--- src/rtl/param_fifo.sv ---
// -----------------------------------------------------------------------------
// param_fifo
//   Synchronous single-clock FIFO with runtime almost-full/almost-empty
//   thresholds, sticky overflow/underflow flags and a selectable read mode
//   (registered read or first-word-fall-through).
//
// Parameters
//   DATA_W : data width in bits (>=1)
//   DEPTH  : number of entries (>=2, any value, not only powers of two)
//   FWFT   : 0 = registered read, 1 = first-word-fall-through
//   CW     : width of count/threshold signals, $clog2(DEPTH+1)
//
// Ports
//   clk         : single clock, all state updates on its rising edge
//   rstn        : asynchronous active-low reset
//   i_wren      : write request
//   i_wrdata    : write data
//   i_rden      : read request
//   o_rddata    : read data
//   o_rdvalid   : o_rddata qualifier
//   i_upp_th    : almost-full threshold  (o_alm_full  = count >= i_upp_th)
//   i_low_th    : almost-empty threshold (o_alm_empty = count <= i_low_th)
//   o_full      : count == DEPTH
//   o_alm_full  : count >= i_upp_th
//   o_empty     : count == 0
//   o_alm_empty : count <= i_low_th
//   o_count     : current occupancy
//   o_ovf       : sticky, write attempted while full with no read
//   o_udf       : sticky, read attempted while empty
//   i_clr_err   : clears o_ovf/o_udf (a same-cycle set wins)
// -----------------------------------------------------------------------------
module param_fifo #(
  parameter int DATA_W = 32,
  parameter int DEPTH  = 16,
  parameter bit FWFT   = 1'b0,
  localparam int CW    = $clog2(DEPTH + 1)
) (
  input  logic              clk,
  input  logic              rstn,
  input  logic              i_wren,
  input  logic [DATA_W-1:0] i_wrdata,
  input  logic              i_rden,
  output logic [DATA_W-1:0] o_rddata,
  output logic              o_rdvalid,
  input  logic [CW-1:0]     i_upp_th,
  input  logic [CW-1:0]     i_low_th,
  output logic              o_full,
  output logic              o_alm_full,
  output logic              o_empty,
  output logic              o_alm_empty,
  output logic [CW-1:0]     o_count,
  output logic              o_ovf,
  output logic              o_udf,
  input  logic              i_clr_err
);

  localparam int PW = $clog2(DEPTH);

  logic [DATA_W-1:0] mem [DEPTH];
  logic [PW-1:0]     wr_ptr;
  logic [PW-1:0]     rd_ptr;
  logic [CW-1:0]     count;

  logic full;
  logic empty;
  logic rd_ok;
  logic wr_ok;
  logic ovf_set;
  logic udf_set;

  // Pointers wrap explicitly so non-power-of-two depths work.
  function automatic logic [PW-1:0] next_ptr(input logic [PW-1:0] p);
    return (p == PW'(DEPTH - 1)) ? '0 : p + 1'b1;
  endfunction

  assign full  = (count == CW'(DEPTH));
  assign empty = (count == '0);

  // A full FIFO still accepts a write when a read frees a slot in the same
  // cycle; an empty FIFO never bypasses write data to the read side.
  assign rd_ok   = i_rden && !empty;
  assign wr_ok   = i_wren && (!full || rd_ok);
  assign ovf_set = i_wren && !wr_ok;
  assign udf_set = i_rden && empty;

  assign o_full      = full;
  assign o_empty     = empty;
  assign o_count     = count;
  assign o_alm_full  = (count >= i_upp_th);
  assign o_alm_empty = (count <= i_low_th);

  // NOTE: storage has no reset; the pointers and count define which entries
  // are live, so clearing the array would only cost area and timing.
  always_ff @(posedge clk) begin
    if (wr_ok) mem[wr_ptr] <= i_wrdata;
  end

  // NOTE: sequential state uses non-blocking assignments so every register
  // samples pre-edge values, independent of statement order.
  always_ff @(posedge clk or negedge rstn) begin
    if (!rstn) begin
      wr_ptr <= '0;
      rd_ptr <= '0;
      count  <= '0;
      o_ovf  <= 1'b0;
      o_udf  <= 1'b0;
    end else begin
      if (wr_ok) wr_ptr <= next_ptr(wr_ptr);
      if (rd_ok) rd_ptr <= next_ptr(rd_ptr);
      case ({wr_ok, rd_ok})
        2'b10:   count <= count + CW'(1);
        2'b01:   count <= count - CW'(1);
        default: count <= count;
      endcase
      // Set has priority over clear so an error in the clearing cycle is kept.
      if (ovf_set)        o_ovf <= 1'b1;
      else if (i_clr_err) o_ovf <= 1'b0;
      if (udf_set)        o_udf <= 1'b1;
      else if (i_clr_err) o_udf <= 1'b0;
    end
  end

  generate
    if (FWFT) begin : g_fwft
      // Head entry is visible as soon as it exists; a read just advances it.
      assign o_rddata  = mem[rd_ptr];
      assign o_rdvalid = !empty;
    end else begin : g_reg
      logic [DATA_W-1:0] rddata_q;
      logic              rdvalid_q;

      always_ff @(posedge clk or negedge rstn) begin
        if (!rstn) begin
          rddata_q  <= '0;
          rdvalid_q <= 1'b0;
        end else begin
          rdvalid_q <= rd_ok;
          if (rd_ok) rddata_q <= mem[rd_ptr];
        end
      end

      assign o_rddata  = rddata_q;
      assign o_rdvalid = rdvalid_q;
    end
  endgenerate

endmodule
--- config.mk ---
export PLATFORM = sky130hd
export DESIGN_NAME = param_fifo
export DESIGN_NICKNAME = d
export VERILOG_FILES = /design/src/rtl/param_fifo.sv
export SDC_FILE = /design/constraint.sdc
export NUM_CORES = 1
export LEC_CHECK = 0
export CORE_ASPECT_RATIO = 0.8
export CORE_MARGIN = 1.5
export CORE_UTILIZATION = 45
export DETAILED_ROUTE_END_ITERATION = 7
export SYNTH_ARGS = -nofsm -noshare
export SYNTH_HDL_FRONTEND = slang
export SYNTH_SLANG_ARGS = --single-unit
export TNS_END_PERCENT = 100
--- constraint.sdc ---
create_clock -name clk -period 3 [get_ports clk]
set_input_delay 0.75 -clock clk [delete_from_list [all_inputs] [get_ports clk]]
set_output_delay 0.75 -clock clk [all_outputs]
set_load 0.01 [all_outputs]
==> results by group <==
Setup path
  • Depth of the most critical reg-to-reg path: 13
  • Critical path class: input port to output port
  • Worst setup EP type: output port
  • Flop2flop setup slack: 290 ps
  • Reg2reg end: o_count[4]
  • Source of the critical timing path: i_low_th[1]
  • Worst-path fanout max: 2
  • Crit path to: o_alm_empty
  • Crit start category: input port
  • Required @ worst endpoint: 2250 ps
  • Crit Reg-Reg Startpoint: o_count[2]
  • Worst EP arrival: 2210 ps

Place
  • Final Wtd Congestion: 0.758
  • Dpl cell area: 24000 µm²
  • Port Buf Inserts: 90
  • DP HPWL: 27500 µm

STA
  • RSZ-0062 raised after global routing: no
  • Min Tclk post-route: 2960 ps
  • Fmax achieved: 338 MHz
  • Least-Margin Pin Slew: 671 ps
  • Period utilization: 98.7%
  • Clk_skew: 23.9 ps
  • Slew Limit Fails: 0
  • Setup TNS: 0 ps
  • Fin. Hold Viols: 0
  • Setup violations, final: 0
  • Slew HR: 55.3%

Outcome
  • Status: complete, but fails checks
  • Failing checks: design-rule violations

Final layout
  • Ant diodes: 0
  • Final Net Count: 1220
  • Final Instance Area: 25700 µm²
  • Fillers: 3543
  • Layout cells sized above 1: 29.7%
  • Register area: 16600 µm²
  • Area delta synth->final: 19.1%
  • Area occupied by multi-input gates: 4730 µm²

Synth
  • Avg Cell Area, Syn: 21.7 µm²
  • Sequential share of the synthesized area: 76.8%
  • Most frequent cells after synthesis: 512 x edfxtp_1, 128 x mux4_2, 55 x o22ai_1
  • Syn Inst Count: 995
  • Yosys top cell by area: edfxtp_1
  • Unique cell type count in the Yosys netlist: 37
  • Synth Flop Type: edfxtp_1
  • Synth top area cells: edfxtp_1 71%, mux4_2 13%, dfrtp_1 5.6%
  • Top cell type's share of synthesized area: 71.2%
  • Synth warn: 0
  • Synth async-reset ratio: 8.57%
  • Cell area after synthesis: 21600 µm²
  • Syn Nets: 1060
  • Count leader, synth: edfxtp_1
  • Register bit total from synthesis: 560
  • Post-synth EDFFs: 512

Floorplan
  • Die Ht: 199 µm
  • Area of the core: 47200 µm²
  • Die footprint: 49300 µm²
  • I/O pin count: 91
  • Initial Util: 45.8%
  • Die width: 248 µm
  • # rows: 71

Worst hold path
  • Min-delay worst type: input port to async pin

Routing
  • WL met2: 22700 µm
  • Vias post-DR: 10300
  • Post-DRT Antenna Nets: 0
  • Top sig layer: met5
  • Routed vias/inst: 5.67
  • DRC viols: 8
  • Drt total wl: 47800 µm
  • Routed length on met3: 1930 µm
  • Drt initial violations: 942
  • Routed length per instance: 26.2 µm
  • Length of routed wiring on met1: 22400 µm
  • Drt pass-1 iters: 7

Global routing
  • Vias in the first global route: 10700
  • Initial antenna violation count: 1
  • First-pass GRT wire length: 70800 µm
  • Largest net degree at the start of global routing: 53
  • GRT Overall Usage: 20.0%
  • Gr ovfl total: 0

Power
  • Power density over the cells: 906 nW/µm²
  • Comb pwr share: 28.1%
  • Sw power: 6.65 mW
  • Leakage: 8.37 nW
  • Clock share of power: 28.5%
  • Switching Share: 28.5%
  • Max rail drop VDD: 0.513 mV
  • Internal Power: 16.7 mW
  • Sequential group share of total power: 43.4%

Clocking
  • CTS root buffer: clkbuf_16
  • Hold bufs inserted after CTS: 0
  • Clk sinks: 560
  • Clk Latency, worst-skew pair: 610 ps
  • H-tree Lvls: 2
  • Worst-path clk slew: 60 ps
  • Total CTS buffers: 54
  • CTS tree: done
  • Max clock buf depth: 3

Job
  • Max cap viols: 0
[layout make-up]
class	count	area share (%)
clock buffer	66	5.55
clock inverter	35	1.19
inverter	18	0.263
multi-input combinational	362	18.4
sequential	560	64.5
tap	620	3.02
timing repair buffer	159	7.11
[layer usage]
layer / GRT usage, % / vias up
met4: 4.06 / 2
li1: - / 4486
met2: 31.4 / 228
met3: 3.44 / 61
met5: 0 / -
met1: 29.8 / 5546
[worst min path at each step]
stage	startpoint	endpoint	slack, ps
after floorplan	rstn	o_count[0]	450
after global placement	o_ovf	o_ovf	480
after detailed placement	o_ovf	o_ovf	490
after CTS	rstn	o_rdvalid	100
after global routing	rstn	o_rddata[16]	120
final	rstn	o_rdvalid	120
[through the flow]
step	power, mW	worst slack (ps)	cells	utilization, %	hold WS, ps
floorplan	14.3	153	995	-	454
global placement	16.8	-595	1717	50.8	479
detailed placement	16.9	-587	1717	50.8	493
CTS	23.6	-5.20	1820	54.5	102
global route	24.4	3.00	1820	54.5	116
finish	23.3	39.0	1820	54.5	115
[cell families after synthesis]
kind of cell | Yosys count | share of synthesized area, %
flops | 560 | 76.8
buf+inv | 73 | 1.63
xor+xnor | 8 | 0.324
simple gates | 47 | 1.31
fa+ha+maj | 18 | 1.04
compound gates | 126 | 3.77
mux | 163 | 15.2
[power groups by stage]
stage          registers [mW]  clock network (mW)  logic (mW)
2_1_floorplan            10.0                   0        4.31
3_3_place_gp             10.3                   0        6.58
3_5_place_dp             10.3                   0        6.63
4_1_cts                  10.1                6.79        6.65
5_1_grt                  10.2                7.10        7.07
6_report                 10.1                6.65        6.54
[sequential cells by signal, summed over array words and instances (netlist names)]
register,count
o_udf,1
o_rddata,32
o_rdvalid,1
wr_ptr,4
mem,512
rd_ptr,4
o_count,5
o_ovf,1
[cell usage in the layout, fill, tap and decap left out, types with 4 or more instances in the layout]
cell type | netlist | final
mux4_2 | 128 | 128
mux2_2 | 35 | 35
nand2_1 | 8 | 7
a21o_1 | 4 | 4
and2_2 | 0 | 12
and3_2 | 0 | 4
ha_1 | 18 | 16
o22ai_1 | 55 | 55
inv_1 | 18 | 16
clkdlybuf4s50_1 | 0 | 83
buf_4 | 4 | 35
o22ai_2 | 10 | 10
clkinv_2 | 0 | 12
o21a_1 | 4 | 4
nor2b_1 | 4 | 4
o21ai_0 | 9 | 8
buf_12 | 0 | 34
dfrtp_1 | 48 | 45
clkinv_1 | 0 | 9
a21oi_1 | 38 | 38
bufinv_16 | 0 | 4
clkbuf_1 | 24 | 9
xnor2_1 | 5 | 5
clkbuf_16 | 0 | 54
edfxtp_1 | 512 | 512
inv_6 | 0 | 5
[worst max-delay path, stage by stage]
cell and delay (ps):
dlygate4sd2_1 230, inv_1 100, ha_4 210, nor2b_1 120
o21a_1 160, o21a_1 160, o21a_1 180, o22ai_1 140
buf_2 160
[what timing repair did]
item,4_1_cts,5_1_grt
setup buffers,2,0
pin swaps,5,4
gates resized for setup,12,5
endpoints found under the setup margin,4,2
endpoints found under the hold margin,0,0
(Power assumes the default switching activity.)
